--- config.mk ---
export PLATFORM = sky130hd
export DESIGN_NAME = systolic_job_sched
export DESIGN_NICKNAME = d
export VERILOG_FILES = /design/src/rtl/systolic_pkg.sv /design/src/rtl/rr_arbiter.sv /design/src/rtl/systolic_job_sched.sv
export SDC_FILE = /design/constraint.sdc
export NUM_CORES = 2
export LEC_CHECK = 0
export ABC_AREA = 0
export ABC_CLOCK_PERIOD_IN_PS = 2700
export CAP_MARGIN = 30
export CORE_AREA = 2 2 721 723
export DETAILED_ROUTE_END_ITERATION = 16
export DIE_AREA = 0 0 723 725
export PLACE_DENSITY = 0.3
export SLEW_MARGIN = 0
export SYNTH_ARGS = -nofsm -noshare
export SYNTH_HDL_FRONTEND = slang
export SYNTH_SLANG_ARGS = --single-unit
--- constraint.sdc ---
create_clock -name clk -period 2.7 [get_ports clk]
set_input_delay 0.675 -clock clk [delete_from_list [all_inputs] [get_ports clk]]
set_output_delay 0.675 -clock clk [all_outputs]
set_load 0.05 [all_outputs]
--- src/rtl/systolic_pkg.sv ---
// Shared types and width helpers for the systolic job scheduler.
package systolic_pkg;

  typedef enum logic [1:0] {
    IDLE   = 2'd0,
    LAUNCH = 2'd1,
    WAIT   = 2'd2,
    RESP   = 2'd3
  } state_e;

  function automatic int owner_w(input int n);
    return (n > 1) ? $clog2(n) : 1;
  endfunction

  function automatic int a_w(input int rows, input int k, input int data_w);
    return rows * k * data_w;
  endfunction

  function automatic int b_w(input int k, input int cols, input int data_w);
    return k * cols * data_w;
  endfunction

  function automatic int c_w(input int rows, input int cols, input int acc_w);
    return rows * cols * acc_w;
  endfunction

endpackage

--- src/rtl/rr_arbiter.sv ---
// Round-robin arbiter: grants the first requester at or after ptr, wrapping around.
module rr_arbiter #(
  parameter int NUM_REQ = 2,
  parameter int IDX_W   = 1
) (
  input  logic [NUM_REQ-1:0] req,
  input  logic [IDX_W-1:0]   ptr,
  output logic [NUM_REQ-1:0] grant,
  output logic [IDX_W-1:0]   grant_idx,
  output logic               grant_vld
);

  logic [IDX_W-1:0] idx;

  always_comb begin
    grant     = '0;
    grant_idx = '0;
    idx       = '0;
    // Walk from the farthest offset to the nearest so the closest request wins.
    for (int j = NUM_REQ - 1; j >= 0; j--) begin
      idx = IDX_W'((int'(ptr) + j) % NUM_REQ);
      if (req[idx]) begin
        grant      = '0;
        grant[idx] = 1'b1;
        grant_idx  = idx;
      end
    end
  end

  assign grant_vld = |req;

endmodule

--- src/rtl/systolic_job_sched.sv ---
// Shares one systolic matrix engine between NUM_REQ requesters: round-robin
// accept, launch, watchdog-guarded wait, then valid/ready response to the owner.
module systolic_job_sched
  import systolic_pkg::*;
#(
  parameter int NUM_REQ = 2,
  parameter int DATA_W  = 8,
  parameter int ACC_W   = 32,
  parameter int ROWS    = 4,
  parameter int COLS    = 4,
  parameter int K       = 4,
  parameter int TIMEOUT = 1024
) (
  input  logic                                clk,
  input  logic                                rst,
  input  logic [NUM_REQ-1:0]                  req_valid,
  output logic [NUM_REQ-1:0]                  req_ready,
  input  logic [NUM_REQ*ROWS*K*DATA_W-1:0]    req_a_flat,
  input  logic [NUM_REQ*K*COLS*DATA_W-1:0]    req_b_flat,
  output logic [NUM_REQ-1:0]                  resp_valid,
  input  logic [NUM_REQ-1:0]                  resp_ready,
  output logic [ROWS*COLS*ACC_W-1:0]          resp_c_flat,
  output logic                                resp_err,
  output logic                                eng_start,
  input  logic                                eng_busy,
  input  logic                                eng_done,
  output logic [ROWS*K*DATA_W-1:0]            eng_a_flat,
  output logic [K*COLS*DATA_W-1:0]            eng_b_flat,
  input  logic [ROWS*COLS*ACC_W-1:0]          eng_c_flat,
  output logic [owner_w(NUM_REQ)-1:0]         owner,
  output logic [15:0]                         jobs_done,
  output logic [7:0]                          err_count
);

  localparam int A_W     = a_w(ROWS, K, DATA_W);
  localparam int B_W     = b_w(K, COLS, DATA_W);
  localparam int C_W     = c_w(ROWS, COLS, ACC_W);
  localparam int OWNER_W = owner_w(NUM_REQ);
  localparam int WD_W    = $clog2(TIMEOUT) + 1;

  state_e             state_q, state_d;
  logic [OWNER_W-1:0] rr_ptr_q, rr_ptr_d;
  logic [OWNER_W-1:0] owner_q, owner_d;
  logic [A_W-1:0]     eng_a_q, eng_a_d;
  logic [B_W-1:0]     eng_b_q, eng_b_d;
  logic [C_W-1:0]     resp_c_q, resp_c_d;
  logic               resp_err_q, resp_err_d;
  logic [WD_W-1:0]    wd_q, wd_d, wd_inc;
  logic [15:0]        jobs_done_q, jobs_done_d;
  logic [7:0]         err_count_q, err_count_d;

  logic [NUM_REQ-1:0] grant;
  logic [OWNER_W-1:0] grant_idx;
  logic               grant_vld;
  logic [A_W-1:0]     a_slice [NUM_REQ];
  logic [B_W-1:0]     b_slice [NUM_REQ];

  for (genvar i = 0; i < NUM_REQ; i++) begin : g_slice
    assign a_slice[i] = req_a_flat[i*A_W +: A_W];
    assign b_slice[i] = req_b_flat[i*B_W +: B_W];
  end

  rr_arbiter #(
    .NUM_REQ (NUM_REQ),
    .IDX_W   (OWNER_W)
  ) u_arb (
    .req       (req_valid),
    .ptr       (rr_ptr_q),
    .grant     (grant),
    .grant_idx (grant_idx),
    .grant_vld (grant_vld)
  );

  // Ready is the grant itself, so an accept is simply any grant while idle.
  assign req_ready   = (state_q == IDLE) ? grant : '0;
  assign eng_start   = (state_q == LAUNCH) && !eng_busy;
  assign resp_valid  = (state_q == RESP) ? (NUM_REQ'(1) << owner_q) : '0;
  assign resp_c_flat = resp_c_q;
  assign resp_err    = resp_err_q;
  assign eng_a_flat  = eng_a_q;
  assign eng_b_flat  = eng_b_q;
  assign owner       = owner_q;
  assign jobs_done   = jobs_done_q;
  assign err_count   = err_count_q;

  always_comb begin
    state_d     = state_q;
    rr_ptr_d    = rr_ptr_q;
    owner_d     = owner_q;
    eng_a_d     = eng_a_q;
    eng_b_d     = eng_b_q;
    resp_c_d    = resp_c_q;
    resp_err_d  = resp_err_q;
    wd_d        = wd_q;
    jobs_done_d = jobs_done_q;
    err_count_d = err_count_q;
    wd_inc      = wd_q + 1'b1;
    case (state_q)
      IDLE: begin
        if (grant_vld) begin
          state_d  = LAUNCH;
          owner_d  = grant_idx;
          rr_ptr_d = (grant_idx == OWNER_W'(NUM_REQ - 1)) ? '0 : grant_idx + 1'b1;
          eng_a_d  = a_slice[grant_idx];
          eng_b_d  = b_slice[grant_idx];
        end
      end
      LAUNCH: begin
        if (!eng_busy) begin
          state_d = WAIT;
          wd_d    = '0;
        end
      end
      WAIT: begin
        wd_d = wd_inc;
        // A done arriving on the timeout cycle still delivers a good result.
        if (eng_done) begin
          resp_c_d   = eng_c_flat;
          resp_err_d = 1'b0;
          state_d    = RESP;
        end else if (wd_inc == WD_W'(TIMEOUT - 1)) begin
          resp_c_d   = '0;
          resp_err_d = 1'b1;
          state_d    = RESP;
        end
      end
      RESP: begin
        if (resp_ready[owner_q]) begin
          jobs_done_d = jobs_done_q + 16'd1;
          if (resp_err_q && (err_count_q != 8'hFF)) err_count_d = err_count_q + 8'd1;
          state_d = IDLE;
        end
      end
      default: state_d = IDLE;
    endcase
  end

  always_ff @(posedge clk) begin
    if (rst) begin
      state_q     <= IDLE;
      rr_ptr_q    <= '0;
      owner_q     <= '0;
      eng_a_q     <= '0;
      eng_b_q     <= '0;
      resp_c_q    <= '0;
      resp_err_q  <= 1'b0;
      wd_q        <= '0;
      jobs_done_q <= '0;
      err_count_q <= '0;
    end else begin
      state_q     <= state_d;
      rr_ptr_q    <= rr_ptr_d;
      owner_q     <= owner_d;
      eng_a_q     <= eng_a_d;
      eng_b_q     <= eng_b_d;
      resp_c_q    <= resp_c_d;
      resp_err_q  <= resp_err_d;
      wd_q        <= wd_d;
      jobs_done_q <= jobs_done_d;
      err_count_q <= err_count_d;
    end
  end

endmodule

**Yosys cells after proc, flatten, opt, wreduce, memory -nomap -nowiden**

Cells that the tools add are included.

- Word-level logic and storage cells: 82
- Memories: 0
- Bits of input ports: 1032
- Bits in registers: 808
- Memory bits (writable): 0
- Bits in latches: 0
- Memory bits (read-only): 0
- Output and inout port bits: 799

- Reductions and logical operators: 15
- Equality and inequality tests: 9
- Bitwise logic cells: 1
- Divide/modulo/power cells: 0
- Muxes and demuxes: 35
- $mul: 0
- Add/subtract/negate cells: 5
- Magnitude comparators: 6
- Shifts and indexed selects: 1

Operators by type and width:

| operator | number |
|---|---|
| 2-to-1 mux 512 bit | 2 |
| 2-to-1 mux 128 bit | 6 |
| case mux 11 bit (2 select lines) | 1 |
| 2-to-1 mux 2 bit | 9 |
| adder 16 x 1 -> 16 bit, second input constant | 1 |
| 2-to-1 mux 1 bit | 13 |
| adder 11 x 1 -> 11 bit, second input constant | 1 |
| equality test 11 x 10 -> 1 bit, second input constant | 1 |
| 2-to-1 mux 11 bit | 1 |
| adder 8 x 1 -> 8 bit, second input constant | 1 |
| != test 8 bit, second input constant | 1 |
| case mux 2 bit (4 select lines) | 1 |
| AND reduction 2 bit | 4 |
| < comparator 1 x 2 -> 1 bit, second input constant | 3 |
| equality test 2 bit, second input constant | 2 |
| logical AND 1 bit | 4 |
| != test 2 bit, second input constant | 2 |
| AND reduction 4 bit | 1 |
| nonzero test 2 bit | 2 |
| != test 3 bit, second input constant | 1 |
| AND reduction 3 bit | 1 |
| adder 1 bit, second input constant | 2 |
| demux 1 bit (select 1 bit) | 2 |
| equality test 2 x 1 -> 1 bit, second input constant | 1 |
| other kinds (8) | 9 |

**Logic depth before layout (Yosys ltp)**

- Depth after elaboration: 9
- Mapped depth: 10
- Mapped depth without buffers: 8

**By module**

Synthesis repeated with hierarchy kept, for this count alone.

- Cell total of the unflattened synthesis: 3620
- Area, all modules: 30952.2 um2

By module, submodules not included:

| module | cells each | instances | area an instance (um2) |
|---|---|---|---|
| systolic_job_sched | 3615 | 1 | 30919.7 |
| rr_arbiter | 5 | 1 | 32.5 |

**Worst setup path before layout**

No wires, ideal clock.

- Kind: input port to output port
- Start: input port req_valid[0]
- End: output port req_ready[1]
- Required time: 2.025 ns
- Arrival time: 1.912 ns
- Stages: 5
- Path slack: 0.113 ns
- Path through: inv_1 -> o21ai_0 -> clkbuf_1 -> nor2_1 -> clkbuf_1

- Longest elaborated chain between the ends: 5
- Elaborated cells between the ends (all ways): 7

RTL lines:

| element | RTL line | source |
|---|---|---|
| from (decl) | systolic_job_sched.sv:16 | `input logic [NUM_REQ-1:0] req_valid,` |
| 2-to-1 mux 1 bit (not written as such) (2 in series) | rr_arbiter.sv:22 | `if (req[idx]) begin` |
| 2-to-1 mux 2 bit | rr_arbiter.sv:22 |  |
| 2-to-1 mux 2 bit * | rr_arbiter.sv:22 |  |
| 2-to-1 mux 2 bit * | systolic_job_sched.sv:75 | `assign req_ready = (state_q == IDLE) ? grant : '0;` |
| to (decl) | systolic_job_sched.sv:17 | `output logic [NUM_REQ-1:0] req_ready,` |

Every way passes the cells marked *; elsewhere a longest branch is shown, timed or not. The select of a mux whose other input is x is not followed.

**Final worst setup path**

- Start: register state_q[0]
- End: output port req_ready[0]

- Longest elaborated chain between the ends: 2

RTL lines:

| element | RTL line | source |
|---|---|---|
| from (decl) | systolic_job_sched.sv:41 | `state_e state_q, state_d;` |
| from (signal assigned) | systolic_job_sched.sv:151 | `state_q <= state_d;` |
| logical NOT 2 bit | systolic_job_sched.sv:75 |  |
| 2-to-1 mux 2 bit | systolic_job_sched.sv:75 |  |

Every way passes these cells.

==> impl_results.md <==
- Initial core utilization: 5.71%
- Final Slew Violations: 0
- RSZ-0062 raised after global routing: true
- Synth Instances: 3,406
- Die area: 0.524 mm^2
- Final hold viol count: 0
- Sequential cell area: 0.0162 mm^2
- Initial antenna violation count: 195
- Top Usage Layer GRT: met2
- Drt wl/cell: 32.8 um
- Worst Skew: 0.0896 ns
- P_leak: 22.0 nW
- HP Class: in -> reg
- Status: finished, final reports clean
- Pint: 30.1 mW
- Fin crit period: 2.66 ns
- Switching pwr: 22.9 mW
- Num Clock Sinks: 808
- Crit path kind: reg -> out
- Fillers: 59,500
- Met2 Use GR: 26.4%
- Congestion Overflow GR: 0
- # port buffers: 1,830
- Crit. End Element: output port
- Max-Cap Viols: 0
- Routed via count: 35,800
- Yosys warns: 0
- Non-filler cells, final: 12,400
- Post-Synthesis Mean Instance Area: 8.65 um^2
- Via/cell ratio: 2.90
- Max Clk Rate: 376 MHz
- CP most frequent cell: buf_12
- CP required: 2.03 ns
- Post-synthesis sequential area ratio: 54.9%
- Clk root buf: clkbuf_16
- # placed instances: 12,100
- Number of flops mapped to enable cells by yosys: 0
- Post-Route Setup TNS: 0 ns
- Asr flop ratio synth: 0%
- FP Rows: 264
- Period utilisation layout: 98.5%
- CTS hold repair buffers: 0
- Worst-path cell chain: inv_4 -> ha_4 -> inv_6 -> a211oi_4 -> buf_12 -> buf_12
- Setup violations, final: 0
- Clk Latency, worst-skew pair: 0.91 ns
- Critical path's slowest cell: dfxtp_4
- Vias in the first global route: 35,900
- Die W: 723 um
- Largest cells by area after synthesis: dfxtp_1, nand2_1, a21oi_1
- Yosys cell types: 48
- Met1 Use GR: 15.7%
- Multi-input logic area: 0.0117 mm^2
- Nets: 6,357
- Largest net degree at the start of global routing: 106
- Final Wtd Congestion: 0.949
- Clock network power share: 32.7%
- Placed Area: 0.0563 mm^2
- Post-route ant nets: 0
- GRT Util Overall: 14.8%
- Top Ports: 1,831
- GR Layer Usage met3: 6.60%
- CTS H-tree lvls: 3
- Post-detail-place hpwl: 356,000 um
- WL final: 406,000 um
- Most used DFF post-synth: dfxtp_1
- Total CTS buffers: 123
- Clock buffer depth: 4
- Combinational power share: 38.9%
- Top-area cell type share of the netlist area: 54.9%
- CP peak stage delay: 0.35 ns
- Final Cell Area: 0.0609 mm^2
- Pre-antenna DRT Iters: 8
- Initial DRC count: 3,041
- Syn_nets: 4,446
- Switching Fraction: 43.3%
- Seq pwr share: 28.4%
- Die Y: 725 um
- CTS tree: yes
- First-pass GRT wire length: 485,000 um
- Placeable Area: 0.516 mm^2
- Worst-margin pin slew: 0.745 ns
- Netlist Area Pre-Place: 0.0295 mm^2
- Share of layout cells above drive strength 1: 20.0%
- CP Data Arrival Time: 1.98 ns
- Critical-path maximum fanout: 3
- Reg clk slew, reported paths: 0.05 ns
- Worst relative slew slack: 50.3%
- Pwr dens: 869 mW/mm^2
- Worst vdd ir: 0.000599 V
- Seq cells post-synth: 808
- Cell taking the most area after synthesis: dfxtp_1
- DRC viols: 0
- CP startpoint kind: register
- Area growth, synth to finish: 107%
[layout make-up]
type	count	area share (%)
diodes	49	0.201
clock buffers	171	5.84
clock inverters	47	1.06
inverters	10	0.0780
multi-input cells	2294	19.2
flip-flops and latches	808	26.6
well taps	6916	14.2
repair buffers	2080	32.8
[Yosys cell counts, drive strengths merged (8+ instances only)]
library cell  instances
a211oi               44
a21oi               528
a222oi              213
buf                  80
clkbuf              214
dfxtp               808
ha                    8
inv                  10
mux2i                45
nand2              1042
nand3                15
nand4                11
nor2                299
o21ai                15
xor2                 15
[state kept, by name, indices dropped and copies added, names as in the netlist]
name         cells
owner            1
resp_c_flat    512
jobs_done       16
state_q          2
wd_q            11
resp_err         1
eng_b_flat     128
eng_a_flat     128
rr_ptr_q         1
err_count        8
[placed cells by master, fill, tap and decap left out, drive strengths merged, types with 3 or more instances in the layout]
cell / count
bufinv: 12
nor2: 299
xnor2: 5
and3: 4
nor2b: 3
inv: 11
nand2b: 4
ha: 8
nand2: 1042
dlygate4sd2: 211
clkinvlp: 5
mux2i: 45
clkdlybuf4s15: 56
or3: 5
nor3: 6
xor2: 15
o21ai: 15
a22oi: 4
clkinv: 29
clkbuf: 181
diode: 49
a222oi: 213
a211oi: 44
nand3: 15
nand4: 11
dfxtp: 808
buf: 774
and2: 6
a21oi: 528
clkdlybuf4s50: 1029
[routing by layer]
layer / vias to the layer above / wire length, um
li1: 15700 / -
met1: 17900 / 149000
met2: 1717 / 202000
met3: 476 / 43000
met4: 42 / 12300
met5: - / 271
[critical path, delay by kind of cell, from the launching register on]
| kind | cells | cell delay (ns) |
|---|---|---|
| buf+inv | 4 | 0.41 |
| compound gates | 1 | 0.22 |
| flops | 1 | 0.35 |
| fa+ha+maj | 1 | 0.15 |
[power groups by stage]
| stage | sequential (mW) | clock, mW | combinational, mW |
|---|---|---|---|
| finish | 15.1 | 17.3 | 20.6 |
| global route | 15.2 | 18.4 | 21.8 |
| CTS | 15.1 | 18.2 | 21.2 |
| detailed placement | 15.3 | 0 | 21.3 |
| global placement | 15.4 | 0 | 21.3 |
| floorplan | 19.9 | 0 | 4.67 |
[kinds of logic (layout without fill, tap and decap cells)]
group           after synthesis  in the layout  synth area share [%]
simple gates               1402           1402                  18.4
compound gates              818            818                  18.3
flops                       808            808                  54.9
buf+inv                     304           2308                  5.88
mux                          46             46                  1.57
xor+xnor                     20             20                 0.594
fa+ha+maj                     8              8                 0.340
other cells                   0             49                     0
[worst paths after layout]
kind,from,to,slack (ns),cells after the start
setup / recovery,state_q[0],req_ready[0],0.04,6
hold / removal,rst,eng_b_flat[83],0.16,2
setup reg to reg,wd_q[0],resp_c_flat[316],0.14,11
hold reg to reg,resp_c_flat[158],resp_c_flat[158],0.45,2
[metrics by stage]
stage	util [%]	setup WS, ns	power [mW]	hold slack (ns)
after floorplan	-	0.113	24.5	0.476
after global placement	10.9	-0.209	36.6	0.444
after detailed placement	10.9	-0.196	36.6	0.447
after CTS	11.7	-0.145	54.4	0.0451
after global routing	11.8	-0.0764	55.5	0.0965
final	11.8	0.0414	53.0	0.157
[what timing repair did]
item	4_1_cts	5_1_grt
pin swaps	5	6
setup buffers	11	10
gates resized for setup	397	21
gates cloned	0	8
setup endpoints to repair	705	378
Note: power is estimated with default switching activity, not from simulation.
